--- config.mk ---
export PLATFORM = sky130hd
export DESIGN_NAME = mem_arbiter
export DESIGN_NICKNAME = d
export VERILOG_FILES = /design/src/rtl/mem_arbiter.sv
export VERILOG_INCLUDE_DIRS = /design/src /design/src/rtl
export SDC_FILE = /design/constraint.sdc
export NUM_CORES = 1
export LEC_CHECK = 0
export BUFFER_PORTS_ARGS = -buffer_cell sky130_fd_sc_hd__clkbuf_2
export CORE_UTILIZATION = 45
export DETAILED_ROUTE_END_ITERATION = 8
export PLACE_DENSITY = 0.79
export SLEW_MARGIN = 20
export SYNTH_ARGS = -nofsm -noshare
export SYNTH_HDL_FRONTEND = slang
export SYNTH_SLANG_ARGS = --single-unit
--- constraint.sdc ---
create_clock -name i_clk -period 6.3 [get_ports i_clk]
set_input_delay 0.315 -clock i_clk [delete_from_list [all_inputs] [get_ports i_clk]]
set_output_delay 0.315 -clock i_clk [all_outputs]
set_load 0.02 [all_outputs]
--- src/rtl/common.svh ---
// Shared width definitions for the memory subsystem.
`ifndef COMMON_SVH
`define COMMON_SVH
`define ADDR_WIDTH 16
`define DATA_WIDTH 8
`define WORD_WIDTH 32
`endif

--- src/rtl/mem_arbiter.sv ---
// Two-port round-robin arbiter that serialises 1-4 byte big-endian word
// transfers onto a byte-wide memory with combinational read data.
`include "common.svh"

module mem_arbiter (
  input  logic                   i_clk,
  input  logic                   i_rst,
  input  logic                   i_p0_req,
  input  logic [`ADDR_WIDTH-1:0] i_p0_addr,
  input  logic [1:0]             i_p0_len,
  output logic [`WORD_WIDTH-1:0] o_p0_rdata,
  output logic                   o_p0_done,
  input  logic                   i_p1_req,
  input  logic                   i_p1_we,
  input  logic [`ADDR_WIDTH-1:0] i_p1_addr,
  input  logic [1:0]             i_p1_len,
  input  logic [`WORD_WIDTH-1:0] i_p1_wdata,
  output logic [`WORD_WIDTH-1:0] o_p1_rdata,
  output logic                   o_p1_done,
  output logic [`ADDR_WIDTH-1:0] o_mem_addr,
  output logic [`DATA_WIDTH-1:0] o_mem_data,
  output logic                   o_mem_write,
  input  logic [`DATA_WIDTH-1:0] i_mem_data,
  output logic                   o_busy,
  output logic                   o_owner
);

  typedef enum logic {IDLE, XFER} state_t;

  state_t                 state, state_nxt;
  logic [1:0]             cnt;
  logic                   last_owner;
  logic [`ADDR_WIDTH-1:0] lat_addr;
  logic [1:0]             lat_len;
  logic                   lat_we;
  logic [`WORD_WIDTH-1:0] lat_wdata;
  logic [`WORD_WIDTH-1:0] shadow;
  logic [`WORD_WIDTH-1:0] byte_word;
  logic                   elig0, elig1, grant, grant_port, last_byte;
  logic [4:0]             shift;

  always_comb begin
    elig0      = i_p0_req && !o_p0_done;
    elig1      = i_p1_req && !o_p1_done;
    grant      = 1'b0;
    grant_port = 1'b0;
    state_nxt  = state;
    last_byte  = (cnt == lat_len);
    if (state == IDLE) begin
      if (elig0 || elig1) begin
        grant      = 1'b1;
        grant_port = (elig0 && elig1) ? ~last_owner : elig1;
        state_nxt  = XFER;
      end
    end else if (last_byte) begin
      state_nxt = IDLE;
    end
  end

  // Byte cnt of an L-byte word sits at bit offset (L-1-cnt)*8.
  always_comb begin
    shift       = {lat_len - cnt, 3'b000};
    byte_word   = `WORD_WIDTH'(i_mem_data) << shift;
    o_busy      = (state == XFER);
    o_mem_write = 1'b0;
    o_mem_addr  = '0;
    o_mem_data  = '0;
    if (state == XFER) begin
      o_mem_write = lat_we;
      o_mem_addr  = lat_addr + {{(`ADDR_WIDTH-2){1'b0}}, cnt};
      o_mem_data  = lat_we ? lat_wdata[shift +: 8] : '0;
    end
  end

  // Read bytes gather in a shadow word so rdata only changes when a read completes.
  always_ff @(posedge i_clk or posedge i_rst) begin
    if (i_rst) begin
      state      <= IDLE;
      cnt        <= '0;
      last_owner <= 1'b1;
      o_owner    <= 1'b0;
      o_p0_done  <= 1'b0;
      o_p1_done  <= 1'b0;
      o_p0_rdata <= '0;
      o_p1_rdata <= '0;
      lat_addr   <= '0;
      lat_len    <= '0;
      lat_we     <= 1'b0;
      lat_wdata  <= '0;
      shadow     <= '0;
    end else begin
      state     <= state_nxt;
      o_p0_done <= 1'b0;
      o_p1_done <= 1'b0;
      if (grant) begin
        lat_addr   <= grant_port ? i_p1_addr : i_p0_addr;
        lat_len    <= grant_port ? i_p1_len : i_p0_len;
        lat_we     <= grant_port ? i_p1_we : 1'b0;
        lat_wdata  <= grant_port ? i_p1_wdata : '0;
        cnt        <= '0;
        o_owner    <= grant_port;
        last_owner <= grant_port;
        shadow     <= '0;
      end else if (state == XFER) begin
        cnt <= cnt + 2'd1;
        if (!lat_we) shadow <= shadow | byte_word;
        if (last_byte) begin
          if (o_owner) begin
            o_p1_done <= 1'b1;
            if (!lat_we) o_p1_rdata <= shadow | byte_word;
          end else begin
            o_p0_done <= 1'b1;
            if (!lat_we) o_p0_rdata <= shadow | byte_word;
          end
        end
      end
    end
  end

endmodule

==> impl_metrics.py, run 1 <==
metrics = {
    "place": {
        "dp_hpwl_um": 10600,
        "routabilityCongestion": 0.855,
        "port_buffers": 173,
        "dpl_cell_area_mm2": 0.00757,
    },
    "sta": {
        "min_period_ns": 3.44,
        "fin_worst_skew_ns": 0.00600,
        "final-hold-violation-count": 0,
        "rsz0062_at_grt": "no",
        "setup_viol": 0,
        "finalCritPeriodShare_pct": 54.6,
        "hold_ws_ns": 0.112,
        "timing.fmax_ghz": 0.291,
        "finalSetupTns_ns": 0,
        "drv_slew": 0,
        "maxSlewHeadroom_pct": 29.1,
        "tightestPinTransition_ns": 1.06,
    },
    "clock_network": {
        "cts_tree": "done",
        "htreeDepth": 4,
        "clockBufferDepth": 2,
        "cts.sinks": 154,
        "postCtsSetupRepairBufs": 0,
        "numCtsBuffers": 17,
        "clockRootBuffer": "clkbuf_16",
        "clk_latency_ns": 0.41,
        "cts.clk_slew.worst_paths_ns": 0.06,
    },
    "worst_setup_path": {
        "critical_path_required_ns": 5.98,
        "r2r_slack_ns": 3.20,
        "startpoint_type": "register",
        "critPathKind": "register to primary output",
        "crit_path_max_fanout": 21,
        "worstPathArrival_ns": 3.13,
        "critPathCaptureType": "primary output",
    },
    "die": {
        "initial_core_util_pct": 46.8,
        "rows": 43,
        "core_area_mm2": 0.0140,
        "die_w_um": 123,
        "fp.dieArea_mm2": 0.0151,
        "chipHeight_um": 123,
        "io_pins": 174,
    },
    "power_and_ir_drop": {
        "netSwitchingPower_mw": 2.15,
        "powerDensity_mw_per_mm2": 636,
        "max-vdd-ir-drop_mv": 0.390,
        "p_sw_share_pct": 41.2,
        "power_mw": 5.22,
        "seqPwrFrac_pct": 34.9,
        "leakagePower_nw": 4.06,
        "power_frac_clock_pct": 20.4,
        "p_int_mw": 3.07,
        "combinationalPowerShare_pct": 44.7,
    },
    "detailed_routing": {
        "vias": 5059,
        "ant_nets": 0,
        "drcViolationCount": 0,
        "viasPerCell": 5.54,
        "first_iter_violations": 259,
        "detail_route.first_pass.iterations": 4,
        "wl_um": 15500,
        "wl_per_cell_um": 17.0,
    },
    "worst_hold_path": {
        "hp-class": "input pin to register",
    },
    "synthesis": {
        "yosysSeqAreaShare_pct": 58.7,
        "netlist_area_mm2": 0.00657,
        "async_flop_share_pct": 100,
        "synth.distinct_cells": 39,
        "yosys_warnings": 0,
        "ys_ff_latch": 154,
        "syn_avg_cell_area_um2": 11.7,
        "synth_top_cells_by_area": "dfrtp_1 58%, a22o_1 6.4%, mux2_2 5.5%, mux2i_1 5.2%, o21ai_0 3.0%",
        "ys.flop_type": "dfrtp_1",
        "syn_inst": 562,
        "synth_edf_count": 0,
        "synth_nets": 647,
        "yosys.area.top_type": "dfrtp_1",
        "yosysTopAreaCellShare_pct": 58.3,
    },
    "status": {
        "status": "completed",
    },
    "layout": {
        "antenna_cells": 0,
        "post-route-util_pct": 58.4,
        "finalNetCount": 808,
        "area_delta_synth_final_pct": 24.8,
        "design_area_mm2": 0.00821,
        "drive_gt1_share_pct": 33.5,
    },
    "global_routing": {
        "track_usage_pct": 22.0,
        "grt_pass1_wl_um": 25300,
        "grt_start_max_net_pins": 92,
        "antenna_found_initial": 0,
        "grt_pass1_vias": 5078,
        "grt_remaining_overflow": 0,
    },
    "job": {
        "max_cap_violations": 0,
    },
}
## power by group through the flow
| stage | Combinational [mW] | Clock [mW] | Sequential [mW] |
|---|---|---|---|
| 3_5_place_dp | 2.34 | 0 | 1.83 |
| 5_1_grt | 2.55 | 1.13 | 1.88 |
| 4_1_cts | 2.36 | 1.08 | 1.82 |
| 3_3_place_gp | 2.28 | 0 | 1.80 |
| 6_report | 2.33 | 1.07 | 1.82 |
| 2_1_floorplan | 1.50 | 0 | 1.95 |
## cells by family (layout without fill, tap and decap cells)
kind of cell               after synthesis  after routing  share of synthesized area, %
xor gates and xnor gates                12             12                          1.71
and+or+nand+nor                        125            125                          8.89
buffers and inverters                   42            214                          2.78
AOI/OAI and AO/OA                      159            159                          16.4
DFF                                    154            154                          58.7
adders and majority gates                4              4                         0.876
muxes                                   66             66                          10.7
## layout by cell type (no fill, tap or decap), types with 3 or more instances in the layout
cell type / n
clkinv_2: 3
nand2_1: 45
nand2b_1: 9
a21oi_1: 23
or4_1: 3
nor2b_1: 9
inv_1: 4
and2_1: 4
nand3_1: 8
clkbuf_2: 173
xor2_1: 8
o21ai_0: 40
o2bb2ai_1: 14
or3_1: 3
o22ai_1: 10
a31oi_1: 17
a22o_1: 48
ha_1: 3
clkbuf_16: 17
mux2_2: 32
nand4_1: 5
bufinv_16: 4
mux2i_1: 34
buf_4: 3
nor2_1: 34
dfrtp_1: 153
clkbuf_8: 3
## area by class of cell
type / instances / area [µm²]
fillers: 1180 / 5840
flip-flops and latches: 154 / 3850
multi-input cells: 366 / 2570
repair buffers: 178 / 910
clock buffers: 22 / 474
well taps: 180 / 225
clock inverters: 8 / 143
inverters: 6 / 27.5
## synthesized netlist by cell type, types with 2 or more instances
| master | count |
|---|---|
| nand4_1 | 5 |
| mux2i_1 | 34 |
| xor2_1 | 9 |
| inv_1 | 5 |
| xnor2_1 | 2 |
| nand3_1 | 8 |
| or3_1 | 3 |
| buf_4 | 2 |
| or4_1 | 3 |
| and2_1 | 4 |
| nor2b_1 | 9 |
| nand2b_1 | 9 |
| dfrtp_1 | 153 |
| o2bb2ai_1 | 14 |
| a31oi_1 | 17 |
| o21ai_0 | 40 |
| a21oi_1 | 24 |
| a22o_1 | 48 |
| o22ai_1 | 10 |
| ha_1 | 3 |
| buf_2 | 8 |
| o31ai_1 | 2 |
| clkbuf_1 | 24 |
| nor2_1 | 35 |
| nand2_1 | 45 |
| and4_1 | 2 |
| mux2_2 | 32 |
## critical path, stage by stage (launching register included)
cell	delay (ns)
dfrtp_1	0.79
clkinv_1	0.64
nor2_1	0.43
nand2_1	0.31
o22ai_1	0.32
clkbuf_2	0.22
## sequential cells by signal, summed over array words and instances, names as in the netlist
name,count
o_busy,1
o_p1_rdata,32
o_p0_done,1
lat_we,1
cnt,2
lat_addr,16
lat_wdata,32
last_owner,1
o_p0_rdata,32
o_p1_done,1
shadow,32
o_owner,1
lat_len,2
## path summary, 6_finish.rpt
check / startpoint / to / cells past startpoint
setup / recovery: o_busy / o_mem_data[6] / 5
hold / removal: i_p1_wdata[29] / lat_wdata[29] / 2
setup reg to reg: cnt[0] / o_p0_rdata[13] / 4
hold reg to reg: o_p1_rdata[7] / o_p1_rdata[7] / 2
max in group asynchronous: i_rst / o_p0_rdata[1] / 4
min in group asynchronous: i_rst / lat_len[0] / 3
## stage by stage
stage	worst slack, ns	instances
2_1_floorplan	1.84	562
3_3_place_gp	3.34	883
3_5_place_dp	3.20	883
4_1_cts	2.88	914
5_1_grt	2.68	914
6_report	2.86	914
## routing by layer
metal | routed length [µm] | GRT usage [%] | up-vias
met1 | 6610 | 28.2 | 2500
met2 | 7710 | 35.6 | 186
met4 | 210 | 7.01 | 0
met5 | 0 | 0 | -
li1 | - | - | 2353
met3 | 1010 | 6.41 | 20
## repair_timing
item | in CTS | in global routing
hold endpoints to repair | 63 | 0
hold buffers | 1 | 0
gates resized for setup | 0 | 0
No activity file was read; power rests on OpenSTA's default activity.
==> run 2: changes to the inputs <==
--- a/config.mk
+++ b/config.mk
@@ -9,7 +9,7 @@
 export BUFFER_PORTS_ARGS = -buffer_cell sky130_fd_sc_hd__clkbuf_2
 export CORE_UTILIZATION = 45
 export DETAILED_ROUTE_END_ITERATION = 8
-export PLACE_DENSITY = 0.79
+export PLACE_DENSITY = 0.82
 export SLEW_MARGIN = 20
 export SYNTH_ARGS = -nofsm -noshare
 export SYNTH_HDL_FRONTEND = slang
==> constraint.sdc (replaced) <==
create_clock -name i_clk -period 2.9 [get_ports i_clk]
set_input_delay 0.145 -clock i_clk [delete_from_list [all_inputs] [get_ports i_clk]]
set_output_delay 0.145 -clock i_clk [all_outputs]
set_load 0.02 [all_outputs]
==> run 2 against run 1 <==
Against the previous run:
- first-iteration DRC count is 24% lower
- non-clock buffer count is 42 higher
- via count is 1.9% higher
- highest routed layer unchanged
==> impl_metrics.py, run 2 (same netlist as run 1, synthesis figures left out) <==
metrics = {
    "layout": {
        "layout_commonest_cell": "clkbuf_2",
        "antenna_cells": 0,
        "post-route-util_pct": 61.5,
        "fillCellCount": 1114,
        "design_area_mm2": 0.00863,
        "area_delta_synth_final_pct": 31.3,
        "final_cell_mix": "173 x clkbuf_2, 153 x dfrtp_1, 48 x a22o_1",
        "drive_gt1_share_pct": 32.9,
        "finalNetCount": 850,
    },
    "sta": {
        "timing.fmax_ghz": 0.372,
        "setup_ws_ns": 0.215,
        "min_period_ns": 2.69,
        "finalCritPeriodShare_pct": 92.6,
        "setup_viol": 0,
        "drv_slew": 0,
        "fin_worst_skew_ns": 0.00831,
        "tightestPinTransition_ns": 1.06,
        "final-hold-violation-count": 0,
        "maxSlewHeadroom_pct": 29.5,
        "finalSetupTns_ns": 0,
        "rsz0062_at_grt": "no",
    },
    "die": {
        "chipHeight_um": 123,
        "fp.dieArea_mm2": 0.0151,
        "die_w_um": 123,
        "initial_core_util_pct": 46.8,
        "rows": 43,
        "io_pins": 174,
        "core_area_mm2": 0.0140,
    },
    "worst_setup_path": {
        "path_cells": "ha_1 -> buf_4 -> nor2_1 -> nand2_1 -> o22ai_1 -> clkbuf_2",
        "critical_path_required_ns": 2.76,
        "cpPeakStageDelay_ns": 0.44,
        "reg2regPathDepth": 4,
        "startpoint_type": "register",
        "critPathKind": "register to primary output",
        "crit_path_max_fanout": 22,
        "cp_slowest_cell": "dfrtp_1",
        "worstPathArrival_ns": 2.54,
        "critPathCaptureType": "primary output",
    },
    "detailed_routing": {
        "detail_route.first_pass.iterations": 5,
        "vias": 5154,
        "drcViolationCount": 0,
        "wl_um": 16100,
        "first_iter_violations": 196,
        "viasPerCell": 5.38,
        "wl_per_cell_um": 16.8,
        "ant_nets": 0,
    },
    "global_routing": {
        "antenna_found_initial": 0,
        "track_usage_pct": 22.7,
        "grt_pass1_vias": 5095,
        "grt_remaining_overflow": 0,
        "grt_start_max_net_pins": 84,
        "grt_pass1_wl_um": 25800,
    },
    "clock_network": {
        "cts.clk_slew.worst_paths_ns": 0.06,
        "numCtsBuffers": 17,
        "clockBufferDepth": 2,
        "cts_tree": "done",
        "cts_resized": 0,
        "cts.sinks": 154,
        "clockRootBuffer": "clkbuf_16",
        "clk_latency_ns": 0.41,
        "htreeDepth": 4,
    },
    "worst_hold_path": {
        "whs_path_depth": 3,
        "hp-class": "input pin to register",
    },
    "power_and_ir_drop": {
        "leakagePower_nw": 4.25,
        "powerDensity_mw_per_mm2": 1330,
        "max-vdd-ir-drop_mv": 0.748,
    },
    "job": {
        "max_cap_violations": 0,
    },
    "place": {
        "routabilityCongestion": 0.760,
        "port_buffers": 173,
        "dp_hpwl_um": 10500,
        "dpl_cell_area_mm2": 0.00766,
        "pre_cts_slack_ns": 0.684,
    },
    "status": {
        "status": "completed",
    },
}
## run 2: timing repair
item | CTS | global route
hold buffers | 34 | 0
buffers inserted | 0 | 0
endpoints found under the hold margin | 186 | 0
## run 2: metrics by stage
stage	std cells	total power, mW	hold slack (ns)
floorplan	562	7.50	0.278
finish	958	11.5	0.0225
global placement	892	8.97	0.293
detailed placement	892	9.14	0.303
global route	958	12.3	0.0303
CTS	958	11.6	0.00870
## run 2: final timing paths
path	start	endpoint	slack [ns]
max	cnt[0]	o_mem_data[4]	0.21
min	i_p1_addr[13]	lat_addr[13]	0.02
max reg2reg	cnt[0]	shadow[25]	0.67
min reg2reg	o_p1_rdata[17]	o_p1_rdata[17]	0.48
max in group asynchronous	i_rst	shadow[16]	2.11
min in group asynchronous	i_rst	o_p1_rdata[15]	0.41
## run 2: cell type report
| cell class | instances | area (µm²) | share of cell area [%] |
|---|---|---|---|
| clock buffers | 19 | 433 | 5.02 |
| multi-input cells | 366 | 2560 | 29.7 |
| well taps | 180 | 225 | 2.61 |
| inverters | 6 | 26.3 | 0.304 |
| clock inverters | 13 | 200 | 2.32 |
| repair buffers | 220 | 1330 | 15.4 |
| flip-flops and latches | 154 | 3850 | 44.7 |
## run 2: worst max-delay path, delay by kind of cell (launching register included)
| kind | cells | cell delay (ns) |
|---|---|---|
| AND/OR/NAND/NOR | 2 | 0.60 |
| AO/OA/AOI/OAI | 1 | 0.28 |
| adder cells (fa/ha/maj) | 1 | 0.35 |
| buffers and inverters | 2 | 0.45 |
| flip-flops | 1 | 0.44 |
## run 2: report_power, final
| part | leakage (nW) | total [mW] | switching, mW | internal (mW) |
|---|---|---|---|---|
| clock network | 0.310 | 2.37 | 0.846 | 1.52 |
| registers | 1.92 | 3.91 | 0.721 | 3.19 |
| logic | 2.02 | 5.24 | 3.17 | 2.07 |
## run 2: metal layers
layer | vias up | global-route usage, % | wire, µm | share of wire [%]
met5 | - | 0 | 0 | 0
met4 | 0 | 7.70 | 222 | 1.4
met3 | 14 | 7.11 | 1110 | 6.9
met2 | 205 | 35.3 | 7890 | 49
met1 | 2493 | 30.0 | 6880 | 43
li1 | 2442 | - | - | -
==> run 3: changes to the inputs <==
--- a/config.mk
+++ b/config.mk
@@ -8,6 +8,7 @@
 export LEC_CHECK = 0
 export BUFFER_PORTS_ARGS = -buffer_cell sky130_fd_sc_hd__clkbuf_2
 export CORE_UTILIZATION = 45
+export CTS_BUF_LIST = sky130_fd_sc_hd__clkbuf_4 sky130_fd_sc_hd__clkbuf_8
 export DETAILED_ROUTE_END_ITERATION = 8
 export PLACE_DENSITY = 0.82
 export SLEW_MARGIN = 20
==> run 3 against run 2 <==
Against the previous run:
- non-clock buffer count increased by 23
- wire length is 3.7% higher
- register-to-register slack got worse by 0.02 ns
- setup slack worse by 0.028 ns
- first-iteration DRC count increased by 18%
- fmax down 1.0%
- largest cell class unchanged
==> impl_metrics.py, run 3 (same netlist as run 1, synthesis figures left out) <==
metrics = {
    "sta": {
        "setup_viol": 0,
        "rsz0062_at_grt": "no",
        "maxSlewHeadroom_pct": 28.0,
        "finalCritPeriodShare_pct": 93.6,
        "min_period_ns": 2.71,
        "hold_ws_ns": 0.0358,
        "final-hold-violation-count": 0,
        "tightestPinTransition_ns": 1.08,
        "setup_ws_ns": 0.187,
        "finalSetupTns_ns": 0,
        "drv_slew": 0,
        "timing.fmax_ghz": 0.369,
        "fin_worst_skew_ns": 0.00900,
    },
    "power_and_ir_drop": {
        "leakagePower_nw": 4.26,
        "max-vdd-ir-drop_mv": 0.741,
        "power_mw": 11.1,
        "powerDensity_mw_per_mm2": 1270,
    },
    "detailed_routing": {
        "detail_route.first_pass.iterations": 4,
        "wl_um": 16700,
        "viasPerCell": 5.48,
        "vias": 5371,
        "wl_per_cell_um": 17.0,
        "drcViolationCount": 0,
        "ant_nets": 0,
        "first_iter_violations": 231,
    },
    "layout": {
        "finalNetCount": 873,
        "area_delta_synth_final_pct": 32.0,
        "drive_gt1_share_pct": 32.2,
        "final_cell_mix": "173 x clkbuf_2, 153 x dfrtp_1, 57 x dlygate4sd3_1",
        "layout_commonest_cell": "clkbuf_2",
        "antenna_cells": 0,
        "final_cells": 981,
    },
    "clock_network": {
        "clk_latency_ns": 0.45,
        "cts.clk_slew.worst_paths_ns": 0.08,
        "postCtsSetupRepairBufs": 0,
        "cts_resized": 0,
        "numCtsBuffers": 17,
        "postCtsHoldBufs": 57,
        "cts.sinks": 154,
        "cts_tree": "done",
        "clockBufferDepth": 2,
        "clockRootBuffer": "clkbuf_8",
        "htreeDepth": 4,
    },
    "worst_setup_path": {
        "crit_path_max_fanout": 22,
        "cp_slowest_cell": "dfrtp_1",
        "cp.buffers_inverters": 2,
        "critical_path_required_ns": 2.76,
        "cpPeakStageDelay_ns": 0.45,
        "critPathKind": "register to primary output",
        "critPathCaptureType": "primary output",
        "startpoint_type": "register",
        "path_delay_family": "simple AND/OR/NAND/NOR gates",
        "path_cells": "ha_1 -> buf_4 -> nor2_1 -> nand2_1 -> o22ai_1 -> clkbuf_2",
        "worstPathArrival_ns": 2.57,
    },
    "die": {
        "die_w_um": 123,
        "chipHeight_um": 123,
        "io_pins": 174,
        "initial_core_util_pct": 46.8,
        "fp.dieArea_mm2": 0.0151,
        "rows": 43,
        "core_area_mm2": 0.0140,
    },
    "place": {
        "routabilityCongestion": 0.760,
        "placedCellCount": 892,
        "port_buffers": 173,
        "pre_cts_slack_ns": 0.684,
        "dp_hpwl_um": 10500,
    },
    "global_routing": {
        "grt_remaining_overflow": 0,
        "antenna_found_initial": 0,
        "grt_start_max_net_pins": 84,
        "grt_pass1_wl_um": 26800,
        "grt_pass1_vias": 5284,
        "track_usage_pct": 23.4,
    },
    "job": {
        "max_cap_violations": 0,
    },
    "worst_hold_path": {
        "hp-class": "input pin to register",
    },
    "status": {
        "status": "completed",
    },
}
## run 3: cell count changes in the layout (fill, tap and decap cells not counted)
cell,delta
dlygate4sd3_1,+23
clkbuf_16,-17
clkbuf_8,+17
clkbuf_1,-2
clkbuf_4,+2
## run 3: worst register-to-register path, stage by stage (launching register included)
cell	delay [ns]
dfrtp_1	0.45
ha_1	0.31
xnor2_1	0.77
nand2_1	0.39
o2bb2ai_1	0.25
## run 3: power breakdown
group          total, mW  switching, mW  internal (mW)
combinational       5.34           3.22           2.12
sequential          3.90          0.721           3.18
clock               1.81          0.775           1.04
total               11.1           4.72           6.34
## run 3: worst paths after layout
| check | start | slack (ns) | endpoint | cells past startpoint |
|---|---|---|---|---|
| max | cnt[0] | 0.19 | o_mem_data[6] | 6 |
| min | i_p1_addr[9] | 0.04 | lat_addr[9] | 3 |
| max reg2reg | cnt[0] | 0.65 | shadow[25] | 4 |
| min reg2reg | o_p1_rdata[22] | 0.48 | o_p1_rdata[22] | 2 |
| max in group asynchronous | i_rst | 2.13 | lat_wdata[12] | 4 |
| min in group asynchronous | i_rst | 0.38 | o_p1_rdata[29] | 4 |
## run 3: stage by stage
stage	utilization (%)	area [µm²]
2_1_floorplan	-	6580
3_3_place_gp	54.5	7660
3_5_place_dp	54.5	7660
4_1_cts	61.8	8680
5_1_grt	61.8	8680
6_report	61.8	8680
## run 3: cell type report
| class | instances | area, µm² |
|---|---|---|
| Inverter | 6 | 26.3 |
| Sequential cell | 154 | 3850 |
| Fill cell | 1096 | 5360 |
| Clock inverter | 13 | 200 |
| Clock buffer | 19 | 249 |
| Multi-Input combinational cell | 366 | 2560 |
| Tap cell | 180 | 225 |
| Timing Repair Buffer | 243 | 1560 |
## run 3: routing by layer
metal | GRT usage [%] | share of wire, %
met2 | 36.2 | 49
met4 | 8.23 | 2.0
met5 | 0 | 0
met1 | 31.3 | 42
met3 | 6.83 | 6.6
